[config.mk]
export PLATFORM = sky130hd
export DESIGN_NAME = n64_vmode_sched
export DESIGN_NICKNAME = d
export VERILOG_FILES = /design/src/rtl/n64_vmode_sched.sv
export SDC_FILE = /design/constraint.sdc
export NUM_CORES = 1
export LEC_CHECK = 0
export BUFFER_PORTS_ARGS = -buffer_cell sky130_fd_sc_hd__clkbuf_2
export CORE_MARGIN = 1.5
export CORE_UTILIZATION = 55
export CTS_CLUSTER_SIZE = 10
export DETAILED_ROUTE_END_ITERATION = 10
export GPL_ROUTABILITY_DRIVEN = 1
export MAX_ROUTING_LAYER = met4
export PLACE_DENSITY = 0.79
export SKIP_LAST_GASP = 1
export SYNTH_ARGS = -nofsm -noshare
export SYNTH_HDL_FRONTEND = slang
export SYNTH_SLANG_ARGS = --single-unit
export TNS_END_PERCENT = 30
[constraint.sdc]
create_clock -name VCLK -period 2.9 [get_ports VCLK]
set_input_delay 0.87 -clock VCLK [delete_from_list [all_inputs] [get_ports VCLK]]
set_output_delay 0.87 -clock VCLK [all_outputs]
set_load 0.02 [all_outputs]
[src/rtl/n64_vmode_sched.sv]
//==============================================================================
// Module      : n64_vmode_sched
// Description : Debounces raw N64 video-mode info over several frames, then
//               commits it and runs a req/ack handshake with downstream logic.
//               Optional macro VMODE_OVERRIDE_EN adds an override source.
// Revision    : 1.0 - initial release
//==============================================================================
`default_nettype none

module n64_vmode_sched #(
    parameter int STABLE_FRAMES      = 4,
    parameter int ACK_TIMEOUT_FRAMES = 8
) (
    input  logic       VCLK,
    input  logic       RST,
    input  logic       nVDSYNC,
    input  logic [3:0] Sync_pre,
    input  logic [3:0] Sync_cur,
    input  logic [1:0] vinfo_i,
    input  logic       vmode_ack,
`ifdef VMODE_OVERRIDE_EN
    input  logic       ovr_en,
    input  logic [1:0] ovr_vinfo,
`endif
    output logic [1:0] vinfo_o,
    output logic       vmode_req,
    output logic       locked,
    output logic       ack_timeout
);

    localparam logic [1:0] c_ST_UNLOCKED = 2'd0;
    localparam logic [1:0] c_ST_QUALIFY  = 2'd1;
    localparam logic [1:0] c_ST_REQ      = 2'd2;
    localparam logic [1:0] c_ST_LOCKED   = 2'd3;

    localparam logic [3:0] c_STABLE  = 4'(STABLE_FRAMES);
    localparam logic [3:0] c_TIMEOUT = 4'(ACK_TIMEOUT_FRAMES);
    localparam logic [1:0] c_VINFO_RST = 2'b01;

    logic [1:0] state_q, state_d;
    logic [1:0] cand_q, cand_d;
    logic [3:0] stab_cnt_q, stab_cnt_d;
    logic [3:0] to_cnt_q, to_cnt_d;
    logic       committed_valid_q, committed_valid_d;
    logic [1:0] vinfo_q, vinfo_d;
    logic       req_q, req_d;
    logic       locked_q, locked_d;
    logic       ack_timeout_q, ack_timeout_d;

    logic       w_frame_tick;
    logic [1:0] w_src;
    logic [3:0] w_stab_inc;
    logic [3:0] w_to_inc;
    logic       w_unused_sync;

    // Frame boundary: falling edge of nVSYNC seen in a sync-phase sample.
    assign w_frame_tick  = !nVDSYNC & Sync_pre[3] & !Sync_cur[3];
    assign w_unused_sync = &{1'b0, Sync_pre[2:0], Sync_cur[2:0]};

    // Counters stick at all-ones instead of wrapping.
    assign w_stab_inc = (stab_cnt_q == 4'hF) ? stab_cnt_q : stab_cnt_q + 4'd1;
    assign w_to_inc   = (to_cnt_q   == 4'hF) ? to_cnt_q   : to_cnt_q   + 4'd1;

`ifdef VMODE_OVERRIDE_EN
    logic ovr_en_q, ovr_en_d;
    assign w_src = ovr_en ? ovr_vinfo : vinfo_i;
`else
    assign w_src = vinfo_i;
`endif

    always_comb begin
        state_d           = state_q;
        cand_d            = cand_q;
        stab_cnt_d        = stab_cnt_q;
        to_cnt_d          = to_cnt_q;
        committed_valid_d = committed_valid_q;
        vinfo_d           = vinfo_q;
        req_d             = req_q;
        locked_d          = locked_q;
        ack_timeout_d     = 1'b0;

        case (state_q)
            c_ST_UNLOCKED: begin
                if (w_frame_tick) begin
                    cand_d     = w_src;
                    stab_cnt_d = 4'd1;
                    state_d    = c_ST_QUALIFY;
                end
            end
            c_ST_QUALIFY: begin
                if (w_frame_tick) begin
                    if (w_src == cand_q) begin
                        stab_cnt_d = w_stab_inc;
                        if (w_stab_inc == c_STABLE) begin
                            // A mode that matches what is already applied needs no handshake.
                            if (committed_valid_q && (cand_q == vinfo_q)) begin
                                locked_d = 1'b1;
                                state_d  = c_ST_LOCKED;
                            end else begin
                                vinfo_d  = cand_q;
                                req_d    = 1'b1;
                                to_cnt_d = 4'd0;
                                state_d  = c_ST_REQ;
                            end
                        end
                    end else begin
                        cand_d     = w_src;
                        stab_cnt_d = 4'd1;
                    end
                end
            end
            c_ST_REQ: begin
                if (vmode_ack) begin
                    req_d             = 1'b0;
                    locked_d          = 1'b1;
                    committed_valid_d = 1'b1;
                    state_d           = c_ST_LOCKED;
                end else if (w_frame_tick) begin
                    to_cnt_d = w_to_inc;
                    if (w_to_inc == c_TIMEOUT) begin
                        req_d             = 1'b0;
                        ack_timeout_d     = 1'b1;
                        locked_d          = 1'b1;
                        committed_valid_d = 1'b1;
                        state_d           = c_ST_LOCKED;
                    end
                end
            end
            c_ST_LOCKED: begin
                if (w_frame_tick && (w_src != vinfo_q)) begin
                    locked_d   = 1'b0;
                    cand_d     = w_src;
                    stab_cnt_d = 4'd1;
                    state_d    = c_ST_QUALIFY;
                end
            end
            default: begin
                state_d = c_ST_UNLOCKED;
            end
        endcase

`ifdef VMODE_OVERRIDE_EN
        ovr_en_d = ovr_en;
        if (ovr_en && !ovr_en_q) begin
            state_d       = c_ST_UNLOCKED;
            locked_d      = 1'b0;
            req_d         = 1'b0;
            ack_timeout_d = 1'b0;
        end
`endif
    end

    always_ff @(posedge VCLK) begin
        if (RST) begin
            state_q           <= c_ST_UNLOCKED;
            cand_q            <= 2'b00;
            stab_cnt_q        <= 4'd0;
            to_cnt_q          <= 4'd0;
            committed_valid_q <= 1'b0;
            vinfo_q           <= c_VINFO_RST;
            req_q             <= 1'b0;
            locked_q          <= 1'b0;
            ack_timeout_q     <= 1'b0;
        end else begin
            state_q           <= state_d;
            cand_q            <= cand_d;
            stab_cnt_q        <= stab_cnt_d;
            to_cnt_q          <= to_cnt_d;
            committed_valid_q <= committed_valid_d;
            vinfo_q           <= vinfo_d;
            req_q             <= req_d;
            locked_q          <= locked_d;
            ack_timeout_q     <= ack_timeout_d;
        end
    end

`ifdef VMODE_OVERRIDE_EN
    always_ff @(posedge VCLK) begin
        if (RST) begin
            ovr_en_q <= 1'b0;
        end else begin
            ovr_en_q <= ovr_en_d;
        end
    end
`endif

    assign vinfo_o     = vinfo_q;
    assign vmode_req   = req_q;
    assign locked      = locked_q;
    assign ack_timeout = ack_timeout_q;

endmodule

`default_nettype wire

==> results of run 1 <==
[final timing paths]
| path | endpoint | slack, ns | cells past startpoint |
|---|---|---|---|
| max reg2reg | state_q[0] | 0.57 | 6 |
| min reg2reg | committed_valid_q | 0.49 | 2 |
| max | stab_cnt_q[3] | 0.51 | 6 |
| min | committed_valid_q | 0.49 | 2 |
[state kept, by name, indices dropped and copies added (netlist names)]
signal	flops
state_q	2
stab_cnt_q	4
vinfo_o	2
committed_valid_q	1
vmode_req	1
ack_timeout	1
to_cnt_q	4
locked	1
cand_q	2
[worst register-to-register path, cell delays in order, from the launching register on]
cell,delay [ns]
dfxtp_1,0.36
ha_1,0.28
or3b_4,0.41
a2111oi_4,0.44
nor3_2,0.12
a211oi_4,0.30
mux2_4,0.33
[cell usage after synthesis (all sizes together) (2+ instances only)]
cell type / instances / area share [%]
dfxtp: 18 / 30
nand2: 11 / 3.4
nor2: 9 / 2.8
o21ai: 9 / 3.7
inv: 8 / 2.5
ha: 6 / 6.2
xor2: 6 / 4.3
a211oi: 5 / 4.1
and3: 5 / 2.7
mux2i: 5 / 4.1
a21oi: 4 / 1.6
nor3: 4 / 2.1
a31oi: 3 / 1.5
o21a: 2 / 1.2
or3b: 2 / 1.6
[power by group through the flow]
| stage | sequential (mW) | clock [mW] | combinational (mW) |
|---|---|---|---|
| 2_1_floorplan | 0.315 | 0 | 0.289 |
| 5_1_grt | 0.312 | 0.171 | 0.381 |
| 3_5_place_dp | 0.314 | 0 | 0.344 |
| 4_1_cts | 0.308 | 0.161 | 0.347 |
| 3_3_place_gp | 0.310 | 0 | 0.333 |
| 6_report | 0.308 | 0.155 | 0.350 |
[kinds of logic after synthesis]
logic type      count (synthesis)  share of synthesized area (%)
simple gates                   43                           20.2
fa+ha+maj                       6                           6.15
mux                             6                           5.33
flops                          18                           29.5
xor+xnor                        7                           5.03
compound gates                 40                           27.4
buf+inv                        11                           6.36
[through the flow]
stage | cell area, µm² | instances | power, mW
global route | 1330 | 175 | 0.865
CTS | 1330 | 175 | 0.815
detailed placement | 1300 | 171 | 0.658
finish | 1330 | 175 | 0.813
global placement | 1300 | 171 | 0.644
floorplan | 1220 | 131 | 0.604
[routing by layer]
metal	wire, µm	vias to the layer above	track usage (%)	share of wire, %
li1	-	523	-	-
met1	1070	478	28.6	44
met2	1150	46	32.5	48
met3	153	8	3.33	6.3
met4	38	0	10.6	1.6
met5	0	-	-	0
[area by class of cell]
| class | count | area [µm²] |
|---|---|---|
| repair buffers | 16 | 90.1 |
| well taps | 27 | 33.8 |
| multi-input cells | 102 | 782 |
| inverters | 8 | 30.0 |
| flip-flops and latches | 18 | 360 |
| fillers | 152 | 689 |
| clock buffers | 4 | 36.3 |
==> flow_summary.toml, run 1 <==
[synthesis]
postSynthAreaPerCell_um2 = 9.31
synthesis.area_um2 = 1220
syn-instance-count = 131
ys_ff_latch = 18
ys_warn_count = 0
synth-async-reset-ratio_pct = 0
synth.distinct_cells = 53
yosysSeqAreaShare_pct = 29.5
synthFlopType = "dfxtp_1"
synth_edf_count = 0
syn_nets = 151

[pwr]
combPwrFrac_pct = 43.0
internal_power_mw = 0.508
ir_worst_vdd_uv = 443
clkPwrFrac_pct = 19.1
switchingPower_mw = 0.305
switching_share_pct = 37.5
p_leak_nw = 0.508
p_per_area_nw_per_um2 = 610
pwr-share-seq_pct = 37.9

[sta]
fin_crit_sh_pct = 82.6
worst_pin_slew_ns = 0.715
whs_ns = 0.486
fin_ws_ns = 0.506
slew_headroom_pct = 51.8
hold_violations = 0
setup_viol = 0
tns_ns = 0
skew_ns = 0.0107
fin_crit_ns = 2.39
maxSlewViolCount = 0
clock.fmax_ghz = 0.418
rsz0062_at_grt = "no"

[setup_path]
criticalPathCategory = "input pin to register"
path_max_fanout = 6
crit_arrival_ns = 2.61
worstPathCellList = "clkbuf_2, nor3b_1, o21ai_0, a21oi_1, a41oi_1, a211oi_1"
crit_path_top_delay_cell = "a21oi_1"
cp_num_buf_inv = 1
crit_family = "compound AO/OA/AOI/OAI gates"
setup.worst_path.start = "nVDSYNC"
critPathLaunchType = "input pin"
slowest_delay_ns = 0.48
reg2reg_from = "to_cnt_q[0]"
cp.required_ns = 3.11
cp-end-kind = "register"

[placed_design]
place_congestion = 0.927
dp.final_hpwl_um = 1870
portBuffers = 12
dp_slack_ns = 0.196

[clock_tree]
clockBufferDepth = 2
htree_levels = 1
clockRootBuffer = "clkbuf_4"
post_cts_buffers = 0
insertion_delay_ns = 0.30
cts_hold_buf = 0
clock_sink_count = 18
cts_resized = 0
cts_buffers = 3
cts_tree = "built"
clk_pin_slew_worst_paths_ns = 0.11

[detailed_routing]
drtPass1Iterations = 4
vias_per_cell = 6.03
drc = 0
vias = 1055
wl_um = 2410
drt_iter0_drc = 42
postRouteAntennaNets = 0
wl_per_cell_um = 13.8

[die]
dieWidth_um = 50.1
io_pins = 19
fp.coreArea_um2 = 2020
start_util_pct = 60.3
die_h_um = 50.1
rows = 16
die-area_um2 = 2510

[hold_path]
hold_path.class = "register to register"
hp-start = "committed_valid_q"

[global_routing]
antenna_found_initial = 0
overflow = 0
grt_pass1_wl_um = 4070
grt_max_degree = 17
track_usage_pct = 21.8
grt_pass1_vias = 949

[layout]
drive_gt1_share_pct = 23.6
final_cell_mix = "18 x dfxtp_1, 12 x clkbuf_2, 11 x nand2_1"
antenna_cells = 0
mostFrequentLayoutCell = "dfxtp_1"
areaGrowthSynthToFinish_pct = 9.23
nNetsFinal = 169
fin_util_pct = 65.9

[job]
cap_violations = 0

[status]
status = "finished clean"
Note: power is estimated with default switching activity, not from simulation.
==> inputs of run 2 (changes only) <==
Clock period 2.9 ns to 2.5 ns, I/O delays scaled along.
==> run 2 against run 1 <==
  * Power increased by 20%
  * Worst hold slack better by 0.023 ns
  * Global-route usage rose by 1.9 points
  * Flip-flop and latch count stayed put
  * Clock power increased by 18%
  * Cell area rose by 1.7%
  * Non-clock buffer count rose by 3
  * Critical endpoint is now state_q[0]
  * Count of clock-buffer cells in the layout unchanged
  * First-iteration DRC count decreased by 9.5%
  * Highest routed layer unchanged
  * Combinational power rose by 24%
  * Cell count rose by 1.7%
  * Sequential power increased by 16%
==> flow_summary.toml, run 2 (same netlist as run 1, synthesis figures left out) <==
[layout]
antenna_cells = 0
fin_cells = 178
final_cell_mix = "18 x dfxtp_1, 12 x clkbuf_2, 11 x nand2_1"
top_regs = "stab_cnt_q x4, to_cnt_q x4"
drive_gt1_share_pct = 25.2
mostFrequentLayoutCell = "dfxtp_1"
final_cell_area_um2 = 1360
nNetsFinal = 172
areaGrowthSynthToFinish_pct = 11.1

[clock_tree]
cts_resized = 0
htree_levels = 1
cts_buffers = 3
clockRootBuffer = "clkbuf_4"
insertion_delay_ns = 0.30
post_cts_buffers = 0
clock_sink_count = 18
clk_pin_slew_worst_paths_ns = 0.11
clockBufferDepth = 2
cts_hold_buf = 0
cts_tree = "built"

[die]
dieWidth_um = 50.1
io_pins = 19
rows = 16
start_util_pct = 60.3
die_h_um = 50.1
die-area_um2 = 2510
fp.coreArea_um2 = 2020

[global_routing]
grt_pass1_vias = 1035
grt_max_degree = 17
grt_pass1_wl_um = 4460
track_usage_pct = 23.7
antenna_found_initial = 0
overflow = 0

[detailed_routing]
wl_um = 2580
drt_iter0_drc = 38
postRouteAntennaNets = 0
vias_per_cell = 6.15
wl_per_cell_um = 14.5
drc = 0
drtPass1Iterations = 4
vias = 1095

[setup_path]
cp-end-kind = "register"
criticalPathCategory = "register to register"
critPathLaunchType = "register"
path_max_fanout = 6
r2r_slack_ns = 0.19
cp.required_ns = 2.70
crit_arrival_ns = 2.51
reg2reg_depth = 6

[placed_design]
dpl.cell_count = 174
dp.final_hpwl_um = 1990
dpl-instance-area_um2 = 1320
portBuffers = 12
place_congestion = 0.918

[sta]
rsz0062_at_grt = "no"
clock.fmax_ghz = 0.432
maxSlewViolCount = 0
slew_headroom_pct = 51.3
skew_ns = 0.00737
worst_pin_slew_ns = 0.723
fin_crit_sh_pct = 92.6
fin_crit_ns = 2.31
setup_viol = 0
hold_violations = 0

[hold_path]
hold_path.class = "register to register"
worstHoldPathCells = 2

[pwr]
ir_worst_vdd_uv = 510
p_per_area_nw_per_um2 = 718
p_leak_nw = 0.524

[status]
status = "finished clean"

[job]
cap_violations = 0
## run 2: critical path, cell delays in order (launching register included)
cell and delay (ns):
dfxtp_1 0.37, ha_1 0.28, or3b_4 0.42, a2111oi_4 0.44
nor3_2 0.12, a211oi_4 0.27, mux2_4 0.32
## run 2: power by group
part / internal [mW] / switching [mW]
combinational: 0.201 / 0.233
sequential: 0.322 / 0.0341
clock: 0.0887 / 0.0941
## run 2: layout make-up
class / instances / area [µm²]
Sequential cell: 18 / 360
Multi-Input combinational cell: 102 / 782
Timing Repair Buffer: 19 / 113
Clock buffer: 4 / 36.3
Inverter: 8 / 30.0
Fill cell: 170 / 667
Tap cell: 27 / 33.8
## run 2: worst paths after layout
check | to | startpoint
setup / recovery | state_q[0] | to_cnt_q[0]
hold reg to reg | committed_valid_q | committed_valid_q
hold / removal | committed_valid_q | committed_valid_q
setup reg to reg | state_q[0] | to_cnt_q[0]
## run 2: per-stage QoR
stage / power [mW] / util [%] / hold slack, ns / setup WS, ns / TNS, ns
global route: 1.04 / 67.0 / 0.538 / 0.0662 / 0
floorplan: 0.701 / - / 0.433 / 0.0907 / 0
detailed placement: 0.790 / 65.2 / 0.481 / -0.0405 / -0.0509
finish: 0.973 / 67.0 / 0.509 / 0.186 / 0
global placement: 0.772 / 65.2 / 0.476 / -0.00253 / -0.00253
CTS: 0.971 / 67.0 / 0.497 / 0.197 / 0
## run 2: routing by layer
metal / routed length [µm] / global-route usage (%)
met2: 1270 / 38.8
met1: 1160 / 29.1
met3: 105 / 3.64
met5: 0 / -
met4: 48 / 9.26
==> inputs of run 3 (changes only) <==
Settings changed: CELL_PAD_IN_SITES_DETAIL_PLACEMENT from default to 1, CELL_PAD_IN_SITES_GLOBAL_PLACEMENT from default to 1, CORE_UTILIZATION 55 to 42, RECOVER_POWER from default to 50.
==> run 3 against run 2 <==
  * Flip-flop and latch count unchanged
  * Utilization decreased by 18 points
  * Register-to-register slack barely moved
  * Maximum frequency is essentially flat
  * First-iteration DRC count down 26%
  * Clock skew decreased by 0.00079 ns
  * Via count grew 0.64%
  * Die area rose by 29%
  * Critical path type unchanged
==> flow_summary.toml, run 3 (same netlist as run 1, synthesis figures left out) <==
[pwr]
ir_worst_vdd_uv = 404
p_per_area_nw_per_um2 = 739
p_total_mw = 0.995
p_leak_nw = 0.500

[placed_design]
dp.final_hpwl_um = 2350
place_congestion = 0.794
dp_slack_ns = -0.0377
dpl-instance-area_um2 = 1320
portBuffers = 12
dpl.cell_count = 178

[clock_tree]
cts_resized = 0
clockBufferDepth = 2
clockRootBuffer = "clkbuf_4"
clk_pin_slew_worst_paths_ns = 0.12
cts_tree = "built"
clock_sink_count = 18
insertion_delay_ns = 0.31
htree_levels = 1
cts_buffers = 3
cts_hold_buf = 0
post_cts_buffers = 0

[die]
die_h_um = 56.9
dieWidth_um = 56.9
die-area_um2 = 3240
start_util_pct = 44.2
rows = 19
io_pins = 19
fp.coreArea_um2 = 2760

[detailed_routing]
wl_um = 3060
vias = 1102
vias_per_cell = 6.05
drtPass1Iterations = 4
wl_per_cell_um = 16.8
drc = 0
drt_iter0_drc = 28
postRouteAntennaNets = 0

[setup_path]
worstPathCellList = "ha_1, nor4b_1, a22oi_1, o31a_2, a211oi_4, mux2_4"
crit_path_top_delay_cell = "dfxtp_1"
critPathLaunchType = "register"
crit_arrival_ns = 2.53
cp-end-kind = "register"
criticalPathCategory = "register to register"
reg2reg_from = "stab_cnt_q[0]"
setup.worst_path.start = "stab_cnt_q[0]"
cp.required_ns = 2.72
slowest_delay_ns = 0.45
path_max_fanout = 7

[global_routing]
grt_pass1_wl_um = 5210
antenna_found_initial = 0
grt_pass1_vias = 1129
grt_max_degree = 17
overflow = 0
track_usage_pct = 21.2

[sta]
fin_crit_sh_pct = 92.6
fin_crit_ns = 2.31
slew_headroom_pct = 57.2
setup_viol = 0
maxSlewViolCount = 0
skew_ns = 0.00658
rsz0062_at_grt = "no"
tns_ns = 0
whs_ns = 0.484
hold_violations = 0
clock.fmax_ghz = 0.432
fin_ws_ns = 0.185
worst_pin_slew_ns = 0.637

[layout]
areaGrowthSynthToFinish_pct = 10.4
nNetsFinal = 172
fin_util_pct = 48.8
mostFrequentLayoutCell = "dfxtp_1"
antenna_cells = 0
final_cell_mix = "18 x dfxtp_1, 11 x nand2_1, 9 x nor2_1, 9 x o21ai_0, 8 x inv_1"
fin_cells = 182
top_regs = "stab_cnt_q x4, to_cnt_q x4"
drive_gt1_share_pct = 20.5
final_cell_area_um2 = 1350

[hold_path]
hold_path.class = "register to register"
hp-start = "committed_valid_q"

[job]
cap_violations = 0

[status]
status = "finished clean"
## run 3: changes by cell type in the layout (fill, tap and decap cells not counted), sizes merged
cell	delta
buf	-2
clkbuf	+2
## run 3: power by group
part,total (mW),switching (mW),internal [mW]
combinational,0.440,0.245,0.195
clock,0.196,0.107,0.0891
sequential,0.359,0.0366,0.322
## run 3: final timing paths
kind                                           to  slack (ns)  depth (start not counted)
worst max-delay path                   state_q[0]        0.19                          6
worst min-delay path            committed_valid_q        0.48                          2
worst max register to register         state_q[0]        0.19                          6
worst min register to register  committed_valid_q        0.48                          2
## run 3: area by class of cell
cell class | count | area, µm²
Sequential cell | 18 | 360
Multi-Input combinational cell | 102 | 782
Inverter | 8 | 30.0
Timing Repair Buffer | 19 | 98.8
Fill cell | 342 | 1410
Clock buffer | 4 | 36.3
Tap cell | 31 | 38.8
## run 3: worst max-delay path: cells and delay by family, from the launching register on
family | cells | cell delay (ns)
flip-flops | 1 | 0.45
adder cells (fa/ha/maj) | 1 | 0.29
AO/OA/AOI/OAI | 3 | 0.87
multiplexers | 1 | 0.32
AND/OR/NAND/NOR | 1 | 0.29
## run 3: metal layers
metal  vias up  wire, µm  global-route usage (%)  part of all wire (%)
met1       544      1380                    25.9                    45
met2        13      1550                    35.5                    51
met3         6        79                    3.46                   2.6
met4         0        37                    6.98                   1.2
li1        539         -                       -                     -
met5         -         0                       -                     0
